## config.mk

```make
export PLATFORM = sky130hd
export DESIGN_NAME = config_loader
export DESIGN_NICKNAME = d
export VERILOG_FILES = /design/src/rtl/config_loader.sv
export SDC_FILE = /design/constraint.sdc
export NUM_CORES = 1
export LEC_CHECK = 0
export ABC_AREA = 1
export CAP_MARGIN = 20
export CORE_MARGIN = 3
export CORE_UTILIZATION = 45
export DETAILED_ROUTE_END_ITERATION = 16
export MAX_ROUTING_LAYER = met4
export PLACE_DENSITY = 0.75
export SLEW_MARGIN = 30
export SYNTH_ARGS = -nofsm -noshare
export SYNTH_HDL_FRONTEND = slang
export SYNTH_SLANG_ARGS = --single-unit
```

## constraint.sdc

```tcl
create_clock -name clock -period 4.3 [get_ports clock]
set_input_delay 0.86 -clock clock [delete_from_list [all_inputs] [get_ports clock]]
set_output_delay 0.86 -clock clock [all_outputs]
set_load 0.005 [all_outputs]
```

## src/rtl/config_loader.sv

```systemverilog
// Serial configuration loader: holds the core in configuration reset for a
// fixed number of cycles, then streams bitstream words LSB-first into the
// core's config chain and enables the user logic once the whole chain is shifted.
module config_loader #(
  parameter int CHAIN_LENGTH = 4096,
  parameter int WORD_WIDTH   = 32,
  parameter int CLEAR_CYCLES = 4
) (
  input  logic                  clock,
  input  logic                  nreset,
  input  logic                  start,
  input  logic                  abort,
  input  logic [WORD_WIDTH-1:0] word_data,
  input  logic                  word_valid,
  output logic                  word_ready,
  output logic                  cfg_bit,
  output logic                  cfg_enable,
  output logic                  cfg_nreset,
  output logic                  core_enable,
  output logic                  busy,
  output logic                  done
);

  localparam int CNT_W = $clog2(CHAIN_LENGTH + 1);
  localparam int IDX_W = $clog2(WORD_WIDTH + 1);
  localparam logic [CNT_W-1:0] LAST_BIT = CNT_W'(CHAIN_LENGTH - 1);
  localparam logic [IDX_W-1:0] LAST_IDX = IDX_W'(WORD_WIDTH - 1);
  localparam logic [7:0]       LAST_CLR = 8'(CLEAR_CYCLES - 1);

  typedef enum logic [1:0] {IDLE, CLEAR, LOAD, DONE} state_e;

  state_e                state_q, state_d;
  logic [CNT_W-1:0]      cnt_q, cnt_d;
  logic [IDX_W-1:0]      idx_q, idx_d;
  logic [WORD_WIDTH-1:0] buf_q, buf_d;
  logic [7:0]            clr_q, clr_d;
  logic                  cfg_bit_q, cfg_bit_d;
  logic                  cfg_enable_q, cfg_enable_d;
  logic                  cfg_nreset_q, cfg_nreset_d;
  logic                  core_enable_q, core_enable_d;
  logic                  busy_q, busy_d;
  logic                  done_q, done_d;

  logic final_buf_bit;
  logic last_chain_bit;
  logic xfer;

  // cfg_enable_q doubles as "buffer is presenting a bit"; cnt_q is the chain
  // index of that bit because it counts the enable cycles already completed.
  assign final_buf_bit  = cfg_enable_q && (idx_q == LAST_IDX);
  assign last_chain_bit = cfg_enable_q && (cnt_q == LAST_BIT);
  assign word_ready     = (state_q == LOAD) &&
                          (!cfg_enable_q || (final_buf_bit && !last_chain_bit));
  assign xfer           = word_valid && word_ready;

  assign cfg_bit     = cfg_bit_q;
  assign cfg_enable  = cfg_enable_q;
  assign cfg_nreset  = cfg_nreset_q;
  assign core_enable = core_enable_q;
  assign busy        = busy_q;
  assign done        = done_q;

  // State and datapath registers, forced to a safe unconfigured state on reset.
  always_ff @(posedge clock or negedge nreset) begin
    if (!nreset) begin
      state_q       <= IDLE;
      cnt_q         <= '0;
      idx_q         <= '0;
      buf_q         <= '0;
      clr_q         <= '0;
      cfg_bit_q     <= 1'b0;
      cfg_enable_q  <= 1'b0;
      cfg_nreset_q  <= 1'b0;
      core_enable_q <= 1'b0;
      busy_q        <= 1'b0;
      done_q        <= 1'b0;
    end else begin
      state_q       <= state_d;
      cnt_q         <= cnt_d;
      idx_q         <= idx_d;
      buf_q         <= buf_d;
      clr_q         <= clr_d;
      cfg_bit_q     <= cfg_bit_d;
      cfg_enable_q  <= cfg_enable_d;
      cfg_nreset_q  <= cfg_nreset_d;
      core_enable_q <= core_enable_d;
      busy_q        <= busy_d;
      done_q        <= done_d;
    end
  end

  // Next-state logic; abort overrides start and completion.
  always_comb begin
    state_d = state_q;
    if (abort) begin
      state_d = IDLE;
    end else begin
      case (state_q)
        IDLE:    if (start) state_d = CLEAR;
        CLEAR:   if (clr_q == LAST_CLR) state_d = LOAD;
        LOAD:    if (last_chain_bit) state_d = DONE;
        DONE:    state_d = IDLE;
        default: state_d = IDLE;
      endcase
    end
  end

  // Next values of the registered outputs, the shift buffer and the counters.
  always_comb begin
    cnt_d         = cnt_q;
    idx_d         = idx_q;
    buf_d         = buf_q;
    clr_d         = clr_q;
    cfg_bit_d     = cfg_bit_q;
    cfg_enable_d  = cfg_enable_q;
    cfg_nreset_d  = cfg_nreset_q;
    core_enable_d = core_enable_q;
    done_d        = 1'b0;
    if (abort) begin
      cnt_d         = '0;
      idx_d         = '0;
      buf_d         = '0;
      clr_d         = '0;
      cfg_bit_d     = 1'b0;
      cfg_enable_d  = 1'b0;
      cfg_nreset_d  = 1'b1;
      core_enable_d = 1'b0;
    end else begin
      case (state_q)
        IDLE: begin
          cfg_nreset_d = 1'b1;
          if (start) begin
            cfg_nreset_d  = 1'b0;
            core_enable_d = 1'b0;
            cnt_d         = '0;
            idx_d         = '0;
            buf_d         = '0;
            clr_d         = '0;
            cfg_bit_d     = 1'b0;
            cfg_enable_d  = 1'b0;
          end
        end
        CLEAR: begin
          if (clr_q == LAST_CLR) cfg_nreset_d = 1'b1;
          else                   clr_d = clr_q + 8'd1;
        end
        LOAD: begin
          if (cfg_enable_q) cnt_d = cnt_q + CNT_W'(1);
          if (last_chain_bit) begin
            cfg_enable_d  = 1'b0;
            cfg_bit_d     = 1'b0;
            buf_d         = '0;
            idx_d         = '0;
            done_d        = 1'b1;
            core_enable_d = 1'b1;
          end else if (xfer) begin
            cfg_enable_d = 1'b1;
            cfg_bit_d    = word_data[0];
            buf_d        = word_data >> 1;
            idx_d        = '0;
          end else if (cfg_enable_q && !final_buf_bit) begin
            cfg_bit_d = buf_q[0];
            buf_d     = buf_q >> 1;
            idx_d     = idx_q + IDX_W'(1);
          end else begin
            cfg_enable_d = 1'b0;
            cfg_bit_d    = 1'b0;
            idx_d        = '0;
          end
        end
        default: ;
      endcase
    end
    busy_d = (state_d != IDLE);
  end

endmodule

```

==> results of run 1 <==
state kept, by name (all words and copies together) (netlist names), 2 cells and up:
register / count
clr_q: 8
buf_q: 31
idx_q: 6
cnt_q: 13
state_q: 2
area by class of cell:
class | instances | area [um2] | share of cell area (%)
well taps | 102 | 128 | 2.89
clock inverters | 3 | 15.0 | 0.340
repair buffers | 46 | 450 | 10.2
flip-flops and latches | 66 | 1650 | 37.4
clock buffers | 12 | 155 | 3.52
inverters | 101 | 379 | 8.59
multi-input cells | 314 | 1630 | 37.0
report_power, final:
part / switching, mW / internal, mW
Sequential: 0.00800 / 0.630
Clock: 0.224 / 0.235
Combinational: 0.0794 / 0.0530
Total: 0.311 / 0.918
metrics by stage:
step	worst slack, ns	util [%]	total power [mW]	instance area, um2
finish	0.818	55.7	1.23	4410
global route	0.587	55.7	1.29	4410
CTS	0.800	55.6	1.24	4410
detailed placement	1.18	53.4	0.782	4240
global placement	1.24	53.4	0.779	4230
floorplan	2.29	-	0.717	3770
critical path: stages (launching register included):
cell and delay, ns:
sky130_fd_sc_hd__dfrtp_1 0.38, sky130_fd_sc_hd__ha_1 0.18, sky130_fd_sc_hd__nand3_1 0.16, sky130_fd_sc_hd__nor2_4 0.19
sky130_fd_sc_hd__nand3_2 0.56, sky130_fd_sc_hd__inv_2 0.27, sky130_fd_sc_hd__nor3_1 0.06, sky130_fd_sc_hd__clkdlybuf4s50_1 0.46
metal layers:
metal | wire, um | global-route usage, % | vias to the layer above
li1 | - | - | 1681
met1 | 3790 | 23.4 | 1596
met2 | 4110 | 30.1 | 62
met3 | 376 | 4.95 | 8
met4 | 110 | 5.54 | 0
met5 | 0 | - | -
worst paths after layout:
kind                               to  depth (start not counted)  startpoint
min in group asynchronous    clr_q[2]                          1      nreset
min                         buf_q[30]                          2   buf_q[30]
max reg2reg                cfg_enable                         10    idx_q[0]
min reg2reg                 buf_q[30]                          2   buf_q[30]
max                        word_ready                          7    cnt_q[0]
max in group asynchronous     cfg_bit                          2      nreset
cell usage in the layout, fill, tap and decap left out, drive strengths merged:
cell type      instances
nand2                108
inv                  101
dfrtp                 66
o21ai                 50
nand3                 43
clkdlybuf4s50         42
nand4                 35
nor2                  33
a21oi                 16
clkbuf                12
xor2                   6
nor3                   5
buf                    4
ha                     3
clkinv                 3
and3                   2
nand3b                 2
xnor2                  2
o211ai                 1
nor4                   1
a41oi                  1
o22ai                  1
or2                    1
o2111ai                1
a22o                   1
a22oi                  1
a211oi                 1
logic make-up (layout without fill, tap and decap cells):
family | after synthesis | in the layout | share of synthesized area (%)
xor+xnor | 8 | 8 | 1.86
fa+ha+maj | 3 | 3 | 0.996
flops | 66 | 66 | 43.8
buf+inv | 123 | 162 | 13.0
compound gates | 73 | 73 | 10.8
simple gates | 230 | 230 | 29.5
==> results by stage, run 1 <==
Outcome:
- The run finished with clean final reports.

Drt:
- Before antenna repair, the detailed router went through 4 iterations.
- The violation count after the first detailed-route iteration is approximately 210.
- Detailed routing inserted a total of roughly 3300 vias.
- After detailed routing, the average wire length per cell comes to roughly 13 um.
- Summed over all layers, the routed wires come to 8390 um.
- The number of routed nets with antenna violations is 0.
- The number of vias per cell is between 5 and 6.
- After detailed routing, the number of remaining DRC violations is 0.

Worst setup path:
- The critical path in this run is classified as reg2out.
- The element type at the critical path start is a flop.
- The worst endpoint data arrival time is ~2.6 ns.
- In this run the worst path has a maximum fanout of 34.
- STA classifies the critical path endpoint as an output port.
- For flop-to-flop paths, the worst setup slack is around 1.4 ns.
- The required time of the worst setup path is around 3.4 ns.

STA:
- The relative max-transition margin is a little over half.
- The tightest hold path in the finished design has a slack of around 0.48 ns.
- Static timing analysis puts the maximum clock frequency at 287 MHz.
- The number of setup violations in the final report is 0.
- Clock skew on the completed layout was measured at between 0.007 and 0.008 ns.
- Setup total negative slack on the finished layout was measured at 0 ns.
- The slew at the pin closest to its max-slew limit is between 0.7 and 0.8 ns.
- The final cycle utilization of the critical path is between 80 and 90%.
- The minimum period implied by the final worst setup slack is roughly 3.5 ns.
- The max-slew violation count is 0.
- The final hold violation count was 0.
- Setup repair after global routing left no endpoint under its margin.

CTS:
- The clock-pin slew on the worst setup and hold paths is 0.06 ns.
- Clock tree synthesis inserted a total of 9 buffers.
- The largest buffer count on any clock path is 2.
- For this design, the CTS-stage hold fixing added 0 buffers.
- The clock insertion delay at the later pin of the skew report is approximately 0.34 ns.
- Counting every sink on the clock net gives 66.
- The deepest level of the CTS H-tree is 3.
- TritonCTS built the clock tree.
- The post-cts resize count is 0.
- In this run the post-CTS setup repair buffer count came out at 0.
- In this run the clock root is driven by a sky130_fd_sc_hd__clkbuf_8.

Floorplan:
- The number of placement rows is 32.
- Measured along the x axis, the die boundary spans between 90 and 100 um.
- The area enclosed by the die boundary is 0.00951 mm2.
- Once the floorplan was initialized, standard cells occupied between 40% and 50% of the core.
- The placeable core region is between 0.007 and 0.008 mm2.
- 44 I/O pins were placed.
- The height of the die is 97.5 um.

Synth:
- The synthesis warning total is 0.
- After synthesis, the share of flip-flops with an asynchronous set or reset is 100%.
- The cell area after technology mapping is about 0.0038 mm2.
- The number of standard cells after synthesis is between 500 and 600.
- The top-area cell type share of the netlist area is between 40% and 50%.
- The net count of the mapped netlist is around 540.
- Counting flops with a built-in enable in the synthesized netlist gives 0.
- Among all cell types in the netlist, the one instantiated most often is sky130_fd_sc_hd__nand2_1.
- The commonest cells after synthesis are sky130_fd_sc_hd__nand2_1 (105), sky130_fd_sc_hd__inv_1 (91), sky130_fd_sc_hd__dfrtp_1 (66).
- A synthesized cell averages 7.49 um2.
- In this run, synthesis produced a sequential element count of 66.
- In the post-synthesis netlist, the biggest area contributors are sky130_fd_sc_hd__dfrtp_1 (44%), sky130_fd_sc_hd__nand2_1 (10%), sky130_fd_sc_hd__inv_1 (9.1%), sky130_fd_sc_hd__nand4_1 (5.8%), sky130_fd_sc_hd__nand3_1 (5.2%).
- Among all flip-flop cells after synthesis, the most frequent one is sky130_fd_sc_hd__dfrtp_1.
- In this run, distinct cell masters in the synthesized netlist total 37.
- The synthesized design spends more area on one cell type than any other, namely sky130_fd_sc_hd__dfrtp_1.
- The proportion of synthesized chip area in sequential cells is 43.8%.

Power:
- Across the VDD grid, the largest voltage drop is about 0.22 mV.
- For this design the static power due to leakage is about 2.1 nW.
- Power spread over the standard cell area amounts to 279 mW/mm2.

Placed design:
- The routability congestion estimate from global placement is just under 0.9.
- The number of placed instances, taps included, is about 630.
- The number of input and output port buffers inserted is 43.
- The total half-perimeter wirelength after legalization and detailed placement is 5670 um.

Finish:
- Cells with a size suffix above 1 make up under 10% of the layout.
- After the last flow step, the layout net total stands at 578.
- The count of filler cells inserted in the layout is approximately 740.
- The number of diodes is 0.
- After the flow finishes, the layout carries non-filler instances totaling between 600 and 700.
- Relative to the synthesized area, the layout overhead comes to 17.1%.

GRT:
- For this run, the total global-route usage over all layers was measured as approximately a fifth.
- The via count of the first global-routing pass is between 3000 and 4000.
- The initial antenna violation count came to 0.
- The first global-routing pass estimated 14500 um of wire.
- For this run the aggregate overflow at the end of global routing stands at 0.
- The maximum number of pins on one net before global-route repair is 62.

Flow run:
- The number of maximum-capacitance constraint violations is 0.

Hold path:
- The worst hold path belongs to the class reg2reg.
Note: power is estimated with default switching activity, not from simulation.
==> run 2, diff against run 1 <==
clock period = 3.6 ns   (was 4.3 ns; I/O delays follow)
==> results by stage, run 2 (same netlist as run 1, synthesis figures left out) <==
Outcome:
- The run finished with clean final reports.

Finish:
- The proportion of layout cells with a drive suffix above 1 is 9.49% (+0.82 points).
- The area growth from synthesis to layout is 19.2%.
- The top cell types in the final layout, fill and taps aside, are sky130_fd_sc_hd__nand2_1 (105), sky130_fd_sc_hd__inv_1 (91), sky130_fd_sc_hd__dfrtp_1 (66).
- The net total in the final layout is 584 (+1.0%).
- The final cell utilization of the core is 56.7% (+1.0 points).
- The largest registers in the layout are buf_q (31), cnt_q (13), clr_q (8).
- The most flop-heavy register is buf_q.
- The count of filler cells inserted in the layout was 731 (-1.5%).
- The number of diodes was 0 (unchanged).
- The most common cell after layout, fill and taps aside is sky130_fd_sc_hd__nand2_1.
- The number of flip-flops under the largest register name is 31 (unchanged).

Worst setup path:
- The register-to-register setup slack is 1.05 ns (-0.30 ns).
- The combined buffer and inverter count along the critical path is 2 (unchanged).
- The family with the most delay on the worst path is buffers and inverters.
- The required time of the worst setup path came to 2.88 ns (-0.56 ns).
- The type of the setup path with the least slack is reg2out.
- The maximum cell stage delay along the critical path was 0.58 ns (+0.02 ns).
- The biggest fanout along the worst timing path is 5 (-85%).
- STA classifies the critical path startpoint as a flop.
- The signal on the critical path passes through ha_1 -> nand3_1 -> nor2_4 -> nand3_2 -> inv_2 -> nor3_1 -> clkdlybuf4s50_1.
- The slowest stage of the critical path is the sky130_fd_sc_hd__clkdlybuf4s50_1 cell.
- In this run the critical register-to-register path is launched from idx_q[0].
- The critical path starts at cnt_q[0].
- The critical path capture point type is an output port.
- The worst endpoint data arrival time is 2.22 ns (-0.40 ns).

Drt:
- The remaining routing DRC violations is 0 (unchanged).
- The post-detailed-route wirelength per cell was 12.8 um (-1.8%).
- The number of routed nets with antenna violations is 0 (unchanged).
- The number of vias per cell is 5.14 (-1.1%).
- The violation count after the first detailed-route iteration was 204 (-4.7%).
- The count of TritonRoute iterations in the first routing pass came to 4 (unchanged).
- The total via count in the routed design came to 3340 (-0.21%).
- The routed wire length is 8310 um (-0.93%).

Placed design:
- The routability congestion estimate from global placement is 0.939 (+5.2%).
- The total half-perimeter wirelength after legalization and detailed placement is 5840 um (+3.0%).
- The number of input and output port buffers inserted is 43 (unchanged).

STA:
- The slew at the pin closest to its max-slew limit is 0.594 ns (-0.124 ns).
- The clock skew is 0.00782 ns (+0.000520 ns).
- The relative max-transition margin is 60.4% (+8.4 points).
- The max-slew violation count was 0 (unchanged).
- The highest clock rate is approximately 340 MHz.
- Setup repair after global routing left no endpoint under its margin.
- The number of setup violations in the final report came to 0 (unchanged).
- The accumulated negative setup slack was 0 ns (unchanged).
- The final cycle utilization of the critical path is 81.6%.
- The final hold violation count is 0 (unchanged).
- The minimum period implied by the final worst setup slack is ~2.9 ns.
- The worst hold slack is 0.374 ns (-0.107 ns).

Floorplan:
- The die boundary width is 97.5 um (unchanged).
- The placeable core region is 0.00793 mm2 (unchanged).
- The boundary pin count is 44 (unchanged).
- The number of placement rows is 32 (unchanged).
- The height of the die is 97.5 um (unchanged).
- The starting utilization of the core area is 47.5% (unchanged).
- The area enclosed by the die boundary is 0.00951 mm2 (unchanged).

Power:
- The worst voltage drop across the vdd grid was 0.158 mV (-30%).
- The leakage power of the design was 2.16 nW (+1.8%).
- The cell area power density is 341 mW/mm2 (+22%).

CTS:
- The clock insertion delay at the later pin of the skew report was 0.35 ns (about the same).
- TritonCTS built the clock tree.
- The tree is rooted in a sky130_fd_sc_hd__clkbuf_8.
- The largest buffer count on any clock path is 2 (unchanged).
- The number of buffers inserted during clock tree synthesis came to 9 (unchanged).
- The post-cts resize count is 0 (unchanged).
- The clock-pin slew on the worst setup and hold paths was 0.07 ns (about the same).
- The deepest level of the CTS H-tree is 3 (unchanged).
- The number of buffers inserted by post-CTS setup repair came to 0 (unchanged).
- The number of sinks handled by clock tree synthesis was 66 (unchanged).
- The total of hold buffers inserted after clock tree synthesis is 0 (unchanged).

GRT:
- The maximum number of pins on one net before global-route repair is 48 (-23%).
- The via count of the first global-routing pass is 3218 (-1.3%).
- The wire length of the first global-routing pass is 14500 um (about the same).
- The total global routing track utilization came to 18.8% (+0.084 points).
- The aggregate global routing overflow is 0 (unchanged).
- The initial antenna violation count was 0 (unchanged).

Hold path:
- The path class of the tightest hold or removal check is in2async.

Flow run:
- The number of maximum-capacitance constraint violations is 0 (unchanged).
[run 2: final timing paths]
kind / end / cells after the start
setup / recovery: word_ready / 7
hold / removal: buf_q[26] / 1
setup reg to reg: buf_q[7] / 11
hold reg to reg: buf_q[30] / 2
max in group asynchronous: buf_q[17] / 2
min in group clock: buf_q[30] / 2
[run 2: routing by layer]
layer	GRT usage [%]	vias up	share of wire (%)
li1	-	1694	-
met1	24.0	1564	48
met2	29.7	66	47
met3	3.80	16	3.8
met4	7.24	0	1.9
met5	-	-	0
[run 2: power by group]
group          switching, mW  total (mW)  internal [mW]
clock network          0.273       0.606          0.333
logic                 0.0951       0.164         0.0692
registers            0.00979       0.763          0.753
[run 2: through the flow]
stage | total power [mW] | setup WS, ns | cells | cell area (um2)
6_report | 1.53 | 0.661 | 650 | 4490
5_1_grt | 1.60 | 0.553 | 650 | 4490
4_1_cts | 1.55 | 0.640 | 650 | 4490
3_5_place_dp | 0.941 | 0.905 | 635 | 4310
3_3_place_gp | 0.937 | 0.962 | 635 | 4300
2_1_floorplan | 0.856 | 1.73 | 503 | 3770
[run 2: final cells by class]
type	instances	area [um2]	area share (%)
Sequential cell	66	1650	36.8
Multi-Input combinational cell	314	1630	36.2
Timing Repair Buffer	52	520	11.6
Inverter	101	379	8.44
Clock buffer	12	145	3.23
Tap cell	102	128	2.84
Clock inverter	3	40.0	0.891
==> run 3, diff against run 2 <==
clock period = 3 ns   (was 3.6 ns; I/O delays follow)
==> results by stage, run 3 (same netlist as run 1, synthesis figures left out) <==
Worst setup path:
- The biggest fanout along the worst timing path came to 5 (unchanged).
- Following the worst setup path forward leads to its endpoint at word_ready.
- The critical path capture point type is an output port.
- The required time of the worst setup path came to 2.40 ns (-0.48 ns).
- The combined buffer and inverter count along the critical path is 2 (unchanged).
- The reg-to-reg startpoint is cnt_q[0].
- For this design, the slowest cell found on the critical path is sky130_fd_sc_hd__clkdlybuf4s50_1.
- The register-to-register setup slack is 0.69 ns (-0.36 ns).
- The cell depth of the worst flop-to-flop path is 10 (-1).
- The maximum cell stage delay along the critical path was 0.57 ns (about the same).
- The critical path depth in cells was 7 (unchanged).
- Traced cell by cell, the critical path runs through ha_1 -> nand3_1 -> nor2_4 -> nand3_2 -> inv_2 -> nor3_1 -> clkdlybuf4s50_1.
- The worst endpoint data arrival time is 2.16 ns (-0.06 ns).
- The worst setup path is of the reg2out kind.
- The endpoint identified for the worst register-to-register timing path is buf_q[4].
- The critical path starts at cnt_q[0].
- STA classifies the critical path startpoint as a flop.
- Broken down by cell family, the worst path's largest delay share belongs to buffers and inverters.

Drt:
- The count of TritonRoute iterations in the first routing pass was 5 (+1).
- The total via count in the routed design is 3279 (-1.8%).
- The routed wire length is 8060 um (-3.0%).
- The number of routed nets with antenna violations is 0 (unchanged).
- The violation count after the first detailed-route iteration was 161 (-21%).
- The post-detailed-route wirelength per cell is 12.4 um (-2.7%).
- The remaining routing DRC violations is 0 (unchanged).
- The number of vias per cell was 5.06 (-1.5%).

CTS:
- TritonCTS built the clock tree.
- The clock-pin slew on the worst setup and hold paths was 0.08 ns (about the same).
- The number of sinks handled by clock tree synthesis is 66 (unchanged).
- The number of buffers inserted by post-CTS setup repair is 0 (unchanged).
- The post-cts resize count is 0 (unchanged).
- The largest buffer count on any clock path is 2 (unchanged).
- The clock insertion delay at the later pin of the skew report is 0.34 ns (about the same).
- The library cell used as clock root buffer is sky130_fd_sc_hd__clkbuf_8.
- The number of buffers inserted during clock tree synthesis is 9 (unchanged).
- The total of hold buffers inserted after clock tree synthesis was 0 (unchanged).
- The deepest level of the CTS H-tree was 3 (unchanged).

Power:
- The leakage power of the design is 2.14 nW (-1.3%).
- The net load switching power is 0.459 mW (+22%).
- The worst voltage drop across the vdd grid is 0.185 mV (+17%).
- The combinational share of power is 11.0% (+0.3 points).
- The part of the power in the clock network is 36.1% (-3.4 points).
- The proportion of power drawn by flip-flops and latches is 52.9% (+3.1 points).
- The cell area power density is 390 mW/mm2 (+14%).
- The switching share of power is 26.5% (+1.9 points).
- The internal power component is 1.27 mW (+10%).

GRT:
- The total global routing track utilization is 18.7% (-0.099 points).
- The via count of the first global-routing pass is 3171 (-1.5%).
- The aggregate global routing overflow is 0 (unchanged).
- The initial antenna violation count was 0 (unchanged).
- The wire length of the first global-routing pass is 14400 um (-0.38%).
- The maximum number of pins on one net before global-route repair is 62 (+29%).

STA:
- Timing would allow up to roughly 360 MHz.
- The max-slew violation count was 0 (unchanged).
- The clock skew came to 0.0122 ns (+0.00441 ns).
- The slack of the critical path is 0.243 ns (-0.418 ns).
- The number of setup violations in the final report is 0 (unchanged).
- The minimum period implied by the final worst setup slack is approximately 2.8 ns.
- The relative max-transition margin is 52.8% (-7.6 points).
- Setup repair after global routing left no endpoint under its margin.
- The slew at the pin closest to its max-slew limit was 0.707 ns (+0.113 ns).
- The final hold violation count was 0 (unchanged).
- The accumulated negative setup slack is 0 ns (unchanged).
- The final cycle utilization of the critical path is 91.9%.

Hold path:
- The class of the worst hold path is in2async.

Placed design:
- The area of placed instances was 0.00428 mm2 (-0.70%).
- The total half-perimeter wirelength after legalization and detailed placement was 5710 um (-2.2%).
- The setup slack after placement is 0.525 ns (-0.380 ns).
- The number of input and output port buffers inserted is 43 (unchanged).
- The count of placed standard cells including taps is 633 (-0.31%).
- The routability congestion estimate from global placement is 0.821 (-13%).

Finish:
- The final cell count without fillers is 648 (-0.31%).
- The count of filler cells inserted in the layout is 724 (-0.96%).
- The synthesis-to-finish area growth is 17.7%.
- The number of flip-flops under the largest register name is 31 (unchanged).
- The proportion of layout cells with a drive suffix above 1 is 9.52% (+0.035 points).
- The number of diodes came to 0 (unchanged).
- The net total in the final layout is 582 (-0.34%).
- Leaving out fill and tap cells, the most frequent cell in the layout is sky130_fd_sc_hd__nand2_1.
- The top cell types in the final layout, fill and taps aside, are sky130_fd_sc_hd__nand2_1 (105), sky130_fd_sc_hd__inv_1 (91), sky130_fd_sc_hd__dfrtp_1 (66).
- Counting flops per register, the top entry is buf_q.
- The final design area excluding fillers is 0.00444 mm2 (-1.3%).
- The largest registers in the layout are buf_q (31), cnt_q (13), clr_q (8).

Flow run:
- The number of maximum-capacitance constraint violations came to 0 (unchanged).

Outcome:
- The run finished with clean final reports.

Floorplan:
- The die boundary width was 97.5 um (unchanged).
- The placeable core region came to 0.00793 mm2 (unchanged).
- The starting utilization of the core area came to 47.5% (unchanged).
- The height of the die is 97.5 um (unchanged).
- The boundary pin count was 44 (unchanged).
- The area enclosed by the die boundary is 0.00951 mm2 (unchanged).
- The number of placement rows is 32 (unchanged).
-- run 3: cell types whose count changed in the layout (fill, tap and decap cells not counted) --
cell,delta
sky130_fd_sc_hd__clkinv_2,+2
sky130_fd_sc_hd__bufinv_16,-1
sky130_fd_sc_hd__buf_12,-1
sky130_fd_sc_hd__clkbuf_8,-1
sky130_fd_sc_hd__buf_4,-2
sky130_fd_sc_hd__buf_2,+1
sky130_fd_sc_hd__clkinvlp_4,+2
sky130_fd_sc_hd__clkbuf_1,-2
-- run 3: layer usage --
metal / up-vias / wire length [um] / GRT usage [%]
li1: 1690 / - / -
met1: 1516 / 3830 / 24.2
met2: 64 / 3750 / 29.5
met3: 9 / 376 / 4.67
met4: 0 / 97 / 5.32
met5: - / 0 / -
-- run 3: worst min-delay path by stage --
stage / end / slack (ns)
floorplan: buf_q[0] / 0.30
global placement: buf_q[30] / 0.46
detailed placement: cfg_bit / 0.48
CTS: buf_q[26] / 0.33
global route: buf_q[26] / 0.35
finish: buf_q[26] / 0.30
-- run 3: area by class of cell --
cell class                 count  area [um2]  area share (%)
inverter                     101         379            8.55
clock buffer                   9         124            2.79
clock inverter                 6        35.0           0.790
multi-input combinational    314        1630            36.7
tap                          102         128            2.88
timing repair buffer          50         490            11.1
sequential                    66        1650            37.2
-- run 3: power by group through the flow --
stage	combinational [mW]	clock (mW)	sequential, mW
2_1_floorplan	0.0972	0	0.931
3_3_place_gp	0.190	0	0.931
3_5_place_dp	0.192	0	0.932
4_1_cts	0.194	0.640	0.915
5_1_grt	0.214	0.685	0.917
6_report	0.190	0.624	0.915
-- run 3: per-stage QoR --
stage	hold slack [ns]	util, %	total power, mW
finish	0.301	56.0	1.73
global route	0.353	56.0	1.82
CTS	0.331	56.0	1.75
detailed placement	0.477	53.9	1.12
global placement	0.459	53.9	1.12
floorplan	0.304	-	1.03
